===== config.mk =====
export PLATFORM = sky130hd
export DESIGN_NAME = stdout_arbiter
export DESIGN_NICKNAME = d
export VERILOG_FILES = /design/src/rtl/stdout_arbiter.sv
export SDC_FILE = /design/constraint.sdc
export NUM_CORES = 1
export LEC_CHECK = 0
export BUFFER_PORTS_ARGS = -buffer_cell sky130_fd_sc_hd__buf_2
export CAP_MARGIN = 40
export CORE_MARGIN = 5
export CORE_UTILIZATION = 50
export CTS_CLUSTER_SIZE = 20
export DETAILED_ROUTE_END_ITERATION = 12
export PLACE_DENSITY_LB_ADDON = 0.25
export SLEW_MARGIN = 20
export SYNTH_ARGS = -nofsm -noshare
export SYNTH_HDL_FRONTEND = slang
export SYNTH_SLANG_ARGS = --single-unit

===== constraint.sdc =====
create_clock -name clk -period 3 [get_ports clk]
set_clock_uncertainty 0.05 [all_clocks]
set_input_delay 0.6 -clock clk [delete_from_list [all_inputs] [get_ports clk]]
set_output_delay 0.6 -clock clk [all_outputs]
set_load 0.01 [all_outputs]

===== src/rtl/stdout_arbiter.sv =====
// Round-robin arbiter that drains NREQ per-requester character FIFOs into one valid/ready sink.
// Define STDOUT_ARB_LINE_LOCK_EN to hold the grant until a newline (or LINE_TIMEOUT idle cycles).
module stdout_arbiter #(
    parameter int unsigned NREQ         = 2,
    parameter int unsigned DATAW        = 8,
    parameter int unsigned FIFO_DEPTH   = 4,
    parameter int unsigned LINE_TIMEOUT = 64
) (
    input  logic                                       clk,
    input  logic                                       rstx,
    input  logic                                       glock,
    input  logic [NREQ*DATAW-1:0]                      req_data,
    input  logic [NREQ-1:0]                            req_load,
    output logic                                       glockreq,
    output logic [DATAW-1:0]                           out_data,
    output logic [((NREQ > 1) ? $clog2(NREQ) : 1)-1:0] out_src,
    output logic                                       out_valid,
    input  logic                                       out_ready,
    output logic [NREQ-1:0]                            ovf
);

    localparam int unsigned SrcW = (NREQ > 1) ? $clog2(NREQ) : 1;
    localparam int unsigned PtrW = $clog2(FIFO_DEPTH);
    localparam int unsigned CntW = PtrW + 1;

    typedef logic [SrcW-1:0] src_t;
    typedef logic [PtrW-1:0] ptr_t;
    typedef logic [CntW-1:0] cnt_t;

    if (NREQ < 2 || NREQ > 8 || FIFO_DEPTH < 2 || FIFO_DEPTH > 16 ||
        (FIFO_DEPTH & (FIFO_DEPTH - 1)) != 0 || LINE_TIMEOUT < 1) begin : g_param_check
        $error("stdout_arbiter: unsupported parameter set");
    end

    typedef enum logic [1:0] {
        StIdle,
        StSend
`ifdef STDOUT_ARB_LINE_LOCK_EN
        , StLineWait
`endif
    } state_e;

    state_e            state_q, state_d;
    src_t              rr_q, rr_d;
    logic              out_valid_q, out_valid_d;
    logic [DATAW-1:0]  out_data_q, out_data_d;
    src_t              out_src_q, out_src_d;
    logic              glockreq_q, glockreq_d;
    logic [NREQ-1:0]   ovf_q, ovf_d;
    cnt_t              cnt_q [NREQ];
    cnt_t              cnt_d [NREQ];
    ptr_t              wr_ptr_q [NREQ];
    ptr_t              wr_ptr_d [NREQ];
    ptr_t              rd_ptr_q [NREQ];
    ptr_t              rd_ptr_d [NREQ];
    logic [DATAW-1:0]  mem_q [NREQ][FIFO_DEPTH];

    logic [NREQ-1:0]   nonempty, full, push, pop_vec;
    logic              pop_en;
    src_t              pop_idx;
    logic              handshake;
    logic              found_idle, found_next;
    src_t              pick_idle, pick_next;

    function automatic src_t src_inc(input src_t g);
        if (g == src_t'(NREQ - 1)) begin
            return '0;
        end
        return g + src_t'(1);
    endfunction

    // First non-empty FIFO at or after start, wrapping; MSB of the result is the found flag.
    function automatic logic [SrcW:0] rr_pick(input src_t start, input logic [NREQ-1:0] ne);
        logic found;
        src_t idx;
        src_t cand;
        found = 1'b0;
        idx   = '0;
        cand  = start;
        for (int unsigned k = 0; k < NREQ; k++) begin
            if (!found && ne[cand]) begin
                found = 1'b1;
                idx   = cand;
            end
            cand = src_inc(cand);
        end
        return {found, idx};
    endfunction

    always_comb begin
        for (int i = 0; i < NREQ; i++) begin
            nonempty[i] = (cnt_q[i] != '0);
            full[i]     = (cnt_q[i] == cnt_t'(FIFO_DEPTH));
        end
    end

    assign handshake                = out_valid_q & out_ready;
    assign {found_idle, pick_idle}  = rr_pick(rr_q, nonempty);
    assign {found_next, pick_next}  = rr_pick(src_inc(out_src_q), nonempty);

`ifdef STDOUT_ARB_LINE_LOCK_EN
    localparam int unsigned NlW   = (DATAW < 8) ? DATAW : 8;
    localparam int unsigned IdleW = $clog2(LINE_TIMEOUT + 1);

    logic [IdleW-1:0] idle_cnt_q, idle_cnt_d;
    logic             is_nl;

    assign is_nl = (out_data_q[NlW-1:0] == NlW'(8'h0A));
`endif

    always_comb begin
        state_d     = state_q;
        rr_d        = rr_q;
        out_valid_d = out_valid_q;
        out_data_d  = out_data_q;
        out_src_d   = out_src_q;
        pop_en      = 1'b0;
        pop_idx     = '0;
`ifdef STDOUT_ARB_LINE_LOCK_EN
        idle_cnt_d  = idle_cnt_q;
`endif
        unique case (state_q)
            StIdle: begin
                if (found_idle) begin
                    pop_en  = 1'b1;
                    pop_idx = pick_idle;
                    state_d = StSend;
                end
            end
`ifdef STDOUT_ARB_LINE_LOCK_EN
            // out_src_q doubles as the held line grant while a line is open.
            StSend: begin
                if (handshake) begin
                    if (is_nl) begin
                        rr_d = src_inc(out_src_q);
                        if (found_next) begin
                            pop_en  = 1'b1;
                            pop_idx = pick_next;
                        end else begin
                            out_valid_d = 1'b0;
                            state_d     = StIdle;
                        end
                    end else if (nonempty[out_src_q]) begin
                        pop_en  = 1'b1;
                        pop_idx = out_src_q;
                    end else begin
                        out_valid_d = 1'b0;
                        idle_cnt_d  = '0;
                        state_d     = StLineWait;
                    end
                end
            end
            StLineWait: begin
                if (nonempty[out_src_q]) begin
                    pop_en     = 1'b1;
                    pop_idx    = out_src_q;
                    idle_cnt_d = '0;
                    state_d    = StSend;
                end else if (idle_cnt_q == IdleW'(LINE_TIMEOUT - 1)) begin
                    rr_d       = src_inc(out_src_q);
                    idle_cnt_d = '0;
                    state_d    = StIdle;
                end else begin
                    idle_cnt_d = idle_cnt_q + IdleW'(1);
                end
            end
`else
            StSend: begin
                if (handshake) begin
                    rr_d = src_inc(out_src_q);
                    if (found_next) begin
                        pop_en  = 1'b1;
                        pop_idx = pick_next;
                    end else begin
                        out_valid_d = 1'b0;
                        state_d     = StIdle;
                    end
                end
            end
`endif
            default: state_d = StIdle;
        endcase
        if (pop_en) begin
            out_valid_d = 1'b1;
            out_data_d  = mem_q[pop_idx][rd_ptr_q[pop_idx]];
            out_src_d   = pop_idx;
        end
    end

    // A same-edge pop frees a slot, so a load into a full FIFO still lands in that case.
    always_comb begin
        ovf_d      = ovf_q;
        glockreq_d = 1'b0;
        for (int i = 0; i < NREQ; i++) begin
            pop_vec[i]  = pop_en && (pop_idx == src_t'(i));
            push[i]     = req_load[i] && !glock && (!full[i] || pop_vec[i]);
            cnt_d[i]    = cnt_q[i] + cnt_t'(push[i]) - cnt_t'(pop_vec[i]);
            wr_ptr_d[i] = wr_ptr_q[i] + ptr_t'(push[i]);
            rd_ptr_d[i] = rd_ptr_q[i] + ptr_t'(pop_vec[i]);
            if (req_load[i] && !glock && full[i] && !pop_vec[i]) begin
                ovf_d[i] = 1'b1;
            end
            if (cnt_d[i] == cnt_t'(FIFO_DEPTH)) begin
                glockreq_d = 1'b1;
            end
        end
    end

    always_ff @(posedge clk) begin
        if (rstx) begin
            state_q     <= StIdle;
            rr_q        <= '0;
            out_valid_q <= 1'b0;
            out_data_q  <= '0;
            out_src_q   <= '0;
            glockreq_q  <= 1'b0;
            ovf_q       <= '0;
            for (int i = 0; i < NREQ; i++) begin
                cnt_q[i]    <= '0;
                wr_ptr_q[i] <= '0;
                rd_ptr_q[i] <= '0;
            end
`ifdef STDOUT_ARB_LINE_LOCK_EN
            idle_cnt_q  <= '0;
`endif
        end else begin
            state_q     <= state_d;
            rr_q        <= rr_d;
            out_valid_q <= out_valid_d;
            out_data_q  <= out_data_d;
            out_src_q   <= out_src_d;
            glockreq_q  <= glockreq_d;
            ovf_q       <= ovf_d;
            cnt_q       <= cnt_d;
            wr_ptr_q    <= wr_ptr_d;
            rd_ptr_q    <= rd_ptr_d;
`ifdef STDOUT_ARB_LINE_LOCK_EN
            idle_cnt_q  <= idle_cnt_d;
`endif
        end
    end

    always_ff @(posedge clk) begin
        for (int i = 0; i < NREQ; i++) begin
            if (push[i]) begin
                mem_q[i][wr_ptr_q[i]] <= req_data[i*DATAW +: DATAW];
            end
        end
    end

    assign out_valid = out_valid_q;
    assign out_data  = out_data_q;
    assign out_src   = out_src_q;
    assign glockreq  = glockreq_q;
    assign ovf       = ovf_q;

endmodule


; ---- Yosys cells after proc, flatten, opt, wreduce, memory -nomap -nowiden
; Memory sizes are Yosys's and may differ from the RTL's.
; Index checks and enable logic that the tools add are counted.
; W data, S select, Z words.
[word_totals]
register_bits = 30
latchBits = 0
ramBits = 64
rom_bits = 0
in_bits = 22
out_inout_bits = 13
wordCells = 142
mem_count = 1
[op_classes]
addsub = 11
multipliers = 0
n_div = 0
magnitude_cmp = 10
n_eq_ne = 9
shifts = 0
mux = 60
n_bitwise = 6
reduce_logical = 31
[mem_list]
columns = memory, depth, word_bits, read_ports, rd_clocked_by_memory_dff, wr, line_no
row1 = mem_q, 2, 32, 1, 0, 2, 56  ; logic [DATAW-1:0] mem_q [NREQ][FIFO_DEPTH];
[ops]
columns = cell, count
row1 = $mux W32, 2
row2 = $mux W1, 42
row3 = $demux W8 S2, 2
row4 = $mux W8, 4
row5 = $bmux W8 S2, 1
row6 = $logic_and A1 B1 Y1, 14
row7 = $eq A3 B3 Y1 const B, 4
row8 = $mux W2, 6
row9 = $ge A3 B3 Y1 const B, 3
row10 = $not A2 Y3, 3
row11 = $add A2 B1 Y2, 4
row12 = $lt A1 B2 Y1 const B, 4
row13 = $ne A2 B2 Y1 const B, 4
row14 = $logic_not A1 Y1, 7
row15 = $add A3 B1 Y3, 2
row16 = $lt A3 B1 Y1 const B, 2
row17 = $reduce_and A3 Y1, 2
row18 = $reduce_bool A3 Y1, 2
row19 = $sub A3 B1 Y3, 2
row20 = $pmux W1 S2, 2
row21 = $pmux W2 S2, 1
row22 = $reduce_bool A2 Y1, 2
row23 = $add A1 B1 Y1 const B, 3
row24 = $eq A2 B1 Y1 const B, 1
row25 = other kinds (7), 8

; ---- Depth between registers and ports, before layout
[depth]
word_depth = 20
mapped_depth = 13
mapped_depth_nobuf = 13

; ---- Least setup slack after synthesis
; Ideal clock, no wire load.
[synth_path]
path_kind = input to register
start = in out_ready
end = reg glockreq_q (netlist: glockreq)
setup_ns = 0.060
arrival_ns = 2.959
t_required_ns = 2.890
path_slack_ns = -0.069
path_stages = 13
path_buffers = 0
cell_sequence = a21boi_2 a311oi_4 o211a_1 or2_2 ha_1 inv_1 ha_1 inv_1 fa_1 xor2_1 and2_2 nor3_1 a32o_1
[synth_between]
elab_chain_cells = 12
word_cells_on_any_way = 20
cone_classes = add/sub: 4 / eq/ne: 2 / mux: 6 / bitwise: 2 / reduce/logical: 6
[synth_rtl]
columns = item, line_no
row1 = start: declaration, 18  ; input logic out_ready,
row2 = $and A1 B1 Y1 *, 97  ; assign handshake = out_valid_q & out_ready;
row3 = $mux W1, 169  ; if (handshake) begin
row4 = $pmux W1 S2, 122  ; unique case (state_q)
row5 = $not A1 Y1, 195  ; pop_vec[i] = pop_en && (pop_idx == src_t'(i));
row6 = $logic_and A1 B1 Y1, 195
row7 = $logic_or A1 B1 Y1, 196  ; push[i] = req_load[i] && !glock && (!full[i] || pop_vec[i]);
row8 = $logic_and A1 B1 Y1, 196
row9 = $add A3 B1 Y3, 197  ; cnt_d[i] = cnt_q[i] + cnt_t'(push[i]) - cnt_t'(pop_vec[i]);
row10 = $sub A3 B1 Y3, 197
row11 = $eq A3 B3 Y1, 203  ; if (cnt_d[i] == cnt_t'(FIFO_DEPTH)) begin
row12 = $mux W1, 203
row13 = $mux W1 *, 203
row14 = end signal: assignment, 232  ; glockreq_q <= glockreq_d;
row15 = end: declaration, 48  ; logic glockreq_q, glockreq_d;
; Every way passes the cells marked *; elsewhere a longest branch is shown, timed or not.
; A chain may end at the register's enable or synchronous reset.

; ---- Worst setup path after layout
[layout_path]
start = reg cnt_q[5] (netlist name)
end = reg glockreq_q (netlist: glockreq)
[layout_between]
elab_chain_cells = 19
word_cells_on_any_way = 46
cone_classes = add/sub: 4 / eq/ne: 3 / mux: 26 / bitwise: 1 / reduce/logical: 12
[layout_rtl]
columns = item, line_no
row1 = start: declaration, 50  ; cnt_t cnt_q [NREQ];
row2 = start signal: assignment, 234  ; cnt_q <= cnt_d;
row3 = $reduce_bool A3 Y1, 92  ; nonempty[i] = (cnt_q[i] != '0);
row4 = $mux W1 (not written as such) (2 in a row), 81  ; if (!found && ne[cand]) begin
row5 = $mux W1, 81
row6 = $logic_not A1 Y1, 81
row7 = $logic_and A1 B1 Y1, 81
row8 = $mux W1, 81
row9 = $mux W1, 171  ; if (found_next) begin
row10 = $mux W1, 169
row11 = [... 2 more ...], n/a
row12 = $logic_and A1 B1 Y1, 195
row13 = $logic_or A1 B1 Y1, 196
row14 = $logic_and A1 B1 Y1, 196
row15 = $add A3 B1 Y3, 197
row16 = $sub A3 B1 Y3, 197
row17 = $eq A3 B3 Y1, 203
row18 = $mux W1, 203
row19 = $mux W1 *, 203
; Every way passes the cells marked *; elsewhere a longest branch is shown, timed or not. The select of a mux whose other input is x is not followed.

==> impl_summary.txt <==
----------------------------------------------------
[Layout]
  Final core occ ... around three fifths
  Final instance area ... 4441 um2
  Cell Count, Final, Fillers Out ... about 400
  Area growth from synthesis to layout ... 18.34%
  Number of antenna cells inserted ... 0
  Layout net count ... 330
  Share of layout cells above drive strength 1 ... a little under two fifths

[Worst setup path]
  Reg-to-Reg Start ... cnt_q[5]
  Flop-to-flop setup slack ... around 140 ps
  Crit Reg-Reg Endpoint ... glockreq
  CP Data Arrival Time ... roughly 3100 ps
  Critical path origin ... cnt_q[5]
  Startpoint class of the critical path ... flip-flop
  Worst setup path category ... reg -> reg
  CP Capture Type ... flip-flop
  Worst-path maximum fanout ... 6
  Required time at the worst-slack endpoint ... roughly 3200 ps
  Worst r2r path cells ... 12

[Power and ir drop]
  P_leak ... around 1.6 nW
  Worst VDD drop ... between 0.4 and 0.5 mV
  Share of power burned in combinational logic ... 35.4%
  Net switching power figure ... 0.001292 W
  Sequential share of power ... between 40% and 50%
  Power density relative to cell area ... between 800 and 900 nW/um2
  Internal power summed over all cells ... roughly 0.0027 W
  Portion of total power attributed to the clock network ... 20.8%
  Switching share of power ... between 30% and 40%

[GRT]
  Total GRT Usage ... between 10 and 15%
  Global-route wire length before repair ... about 11 mm
  Via count of the first global-routing pass ... ~2100
  Largest net degree at the start of global routing ... 29
  Grt ovf ... 0
  Number of antenna violations at the first check in global routing ... 0

[Yosys]
  Post-synth EDFFs ... 64
  Synthesized instance count ... around 240
  Synth Net Count ... 270
  Flip-flop and latch count after synthesis ... 93
  Sequential-to-total area share from yosys stat ... ~67%
  Ys flop type ... edfxtp_1
  Total number of yosys warnings ... 0
  Number of distinct library cells after synthesis ... 35
  Post-synthesis average cell area ... ~16 um2
  Share of async-settable or async-resettable flops after synthesis ... 0%
  Netlist Area Pre-Place ... 3752 um2

[Flow run]
  Number of maximum-capacitance violations ... 0

[Floorplanning]
  Row count ... 31
  Initial core utilization ... just over 50%
  Chip height ... between 90 and 100 um
  Area enclosed by the die boundary ... approximately 9300 um2
  Floorplan die width ... just under 100 um
  I/O pin count ... 35
  Standard cell core area ... approximately 7300 um2

[Outcome]
  Status ... finished, final reports clean

[Clock tree]
  Number of H-tree levels ... 3
  Clock network latency to the later pin of the worst-skew pair ... 350 ps
  Clock transition at the registers of the reported paths ... approximately 90 ps
  Maximum clock path buffer count ... 2
  Number of sinks driven by the clock tree ... slightly above 90
  Clock tree from TritonCTS ... yes
  Root Buffer ... clkbuf_8
  Number of buffers inserted during clock tree synthesis ... 9

[STA]
  Fin crit period ... 2856 ps
  Max-slew violation total from the final report ... 0
  Worst slew slack as a fraction of its limit ... 60.50%
  Hold Vio Cnt, Final ... 0
  Transition time of the tightest slew-check pin ... roughly 590 ps
  Hold WS ... around 390 ps
  Period utilisation layout ... 95.21%
  Post-layout worst setup margin ... around 140 ps
  Setup Viol. Count Final ... 0
  Maximum achievable frequency ... 350.1 MHz

[Drt]
  Via count ... between 2000 and 2500
  Total DRC errors in the routed layout ... 0
  Remaining number of nets flagged by the antenna check after routing ... 0
  Violation count after the first detailed-routing iteration ... approximately 110
  Average via count per standard cell ... ~5.3
  Mean routed wirelength per cell ... around 17 um
  First drt pass iteration count ... 4
  Final wirelength ... between 6 and 7 mm

[Placed design]
  Cell area after placement ... between 4000 and 5000 um2
  Place WS ... -7.819 ps
  Number of port buffers ... 34
  Detailed placer's ending HPWL ... between 4 and 5 mm
  GPL Wtd Cong ... around 0.72
  Number of placed cells counting well taps ... about 380

[Worst hold path]
  Kind of path behind the tightest hold check ... reg -> reg
  Critical hold path startpoint ... ovf[0]
  End point of the most critical hold path ... ovf[0]
  Hold depth ... 2

----------------------------------------------------
-- cells in the mapped netlist (2+ instances only) --
library cell   n  area [um2]
mux4_2        16       360.4
nor3_1         4       20.02
or2_2          2       12.51
nand2_1        6       22.52
fa_1           2       40.04
mux2i_1        8       80.08
inv_1          8       30.03
nand3_1        2       10.01
nor4b_1        5       43.79
ha_1           8       100.1
a211oi_2       4       50.05
a21oi_1        6       30.03
or3_1          2       12.51
nand2b_1       4       25.02
buf_1          3       11.26
xnor2_1        6       52.55
a211oi_1       5       37.54
nor2b_1        6       37.54
o21ai_0        2       10.01
clkbuf_1       5       18.77
nor4_1         2       12.51
nor2_1        28       105.1
dfxtp_1       29       580.6
edfxtp_1      64        1922
-- cell usage in the layout (no fill, tap or decap), types with 8 or more instances in the layout --
cell	netlist	layout
buf_4	0	24
mux2i_1	8	8
mux4_2	16	16
nor2_1	28	28
buf_2	0	34
edfxtp_1	64	64
clkbuf_8	0	9
dfxtp_1	29	27
-- worst max-delay path by stage --
stage	to	slack, ps	cells after the start
after floorplan	glockreq	-9	13
after global placement	glockreq	40	14
after detailed placement	glockreq	-8	14
after CTS	glockreq	110	12
after global routing	glockreq	-20	12
final	glockreq	140	12
-- power by group through the flow --
stage	clock, W	combinational [W]	sequential (W)
floorplan	0	0.000997	0.00172
global placement	0	0.00135	0.00177
detailed placement	0	0.00138	0.00177
CTS	0.000845	0.00138	0.00174
global route	0.000893	0.00156	0.00177
finish	0.000824	0.00140	0.00174
-- repair_timing --
action / 4_1_cts / 5_1_grt
setup endpoints to repair: 0 / 1
setup buffers: 0 / 2
hold buffers: 0 / 0
gates resized for setup: 0 / 5
-- per-stage QoR --
stage	setup TNS, ps	power [W]
3_3_place_gp	0	0.003120
4_1_cts	0	0.003971
6_report	0	0.003962
5_1_grt	-22.01	0.004227
3_5_place_dp	-7.819	0.003152
2_1_floorplan	-9.048	0.002715
-- critical path, cell delays in order, from the launching register on --
cell,delay [ps]
dfxtp_4,370
o31a_2,350
o21ai_2,150
a21oi_2,70
or2_2,290
ha_1,270
inv_1,40
ha_1,190
fa_2,340
xnor2_1,200
xnor2_1,140
nor2_1,70
a32o_1,220
-- state kept, by name, summed over array words and instances, names as in the netlist --
name and flops:
mem_q 64, out_data 8, cnt_q 6, rd_ptr_q 4, wr_ptr_q 4, ovf 2
glockreq 1, out_src 1, out_valid 1, rr_q 1, state_q 1
-- kinds of logic after synthesis --
group	synth area share [%]
muxes	11.74
buffers and inverters	2.001
adders and majority gates	3.735
AOI/OAI and AO/OA	5.402
and+or+nand+nor	8.803
DFF	66.69
xor gates and xnor gates	1.634
-- area by class of cell --
cell class / count / area (um2)
clock buffers: 9 / 123.9
clock inverters: 6 / 73.82
fillers: 581 / 2851
inverters: 8 / 30.03
multi-input cells: 128 / 1229
flip-flops and latches: 93 / 2510
well taps: 99 / 123.9
repair buffers: 58 / 350.3
-- layer usage --
metal | wire (um) | vias to the layer above | GRT usage [%]
met1 | 3126 | 1066 | 19.73
met4 | 82 | 0 | 5.832
met3 | 228 | 6 | 3.165
met2 | 3259 | 31 | 23.57
li1 | - | 1018 | -
met5 | 0 | - | 0
No activity file was read; power rests on OpenSTA's default activity.
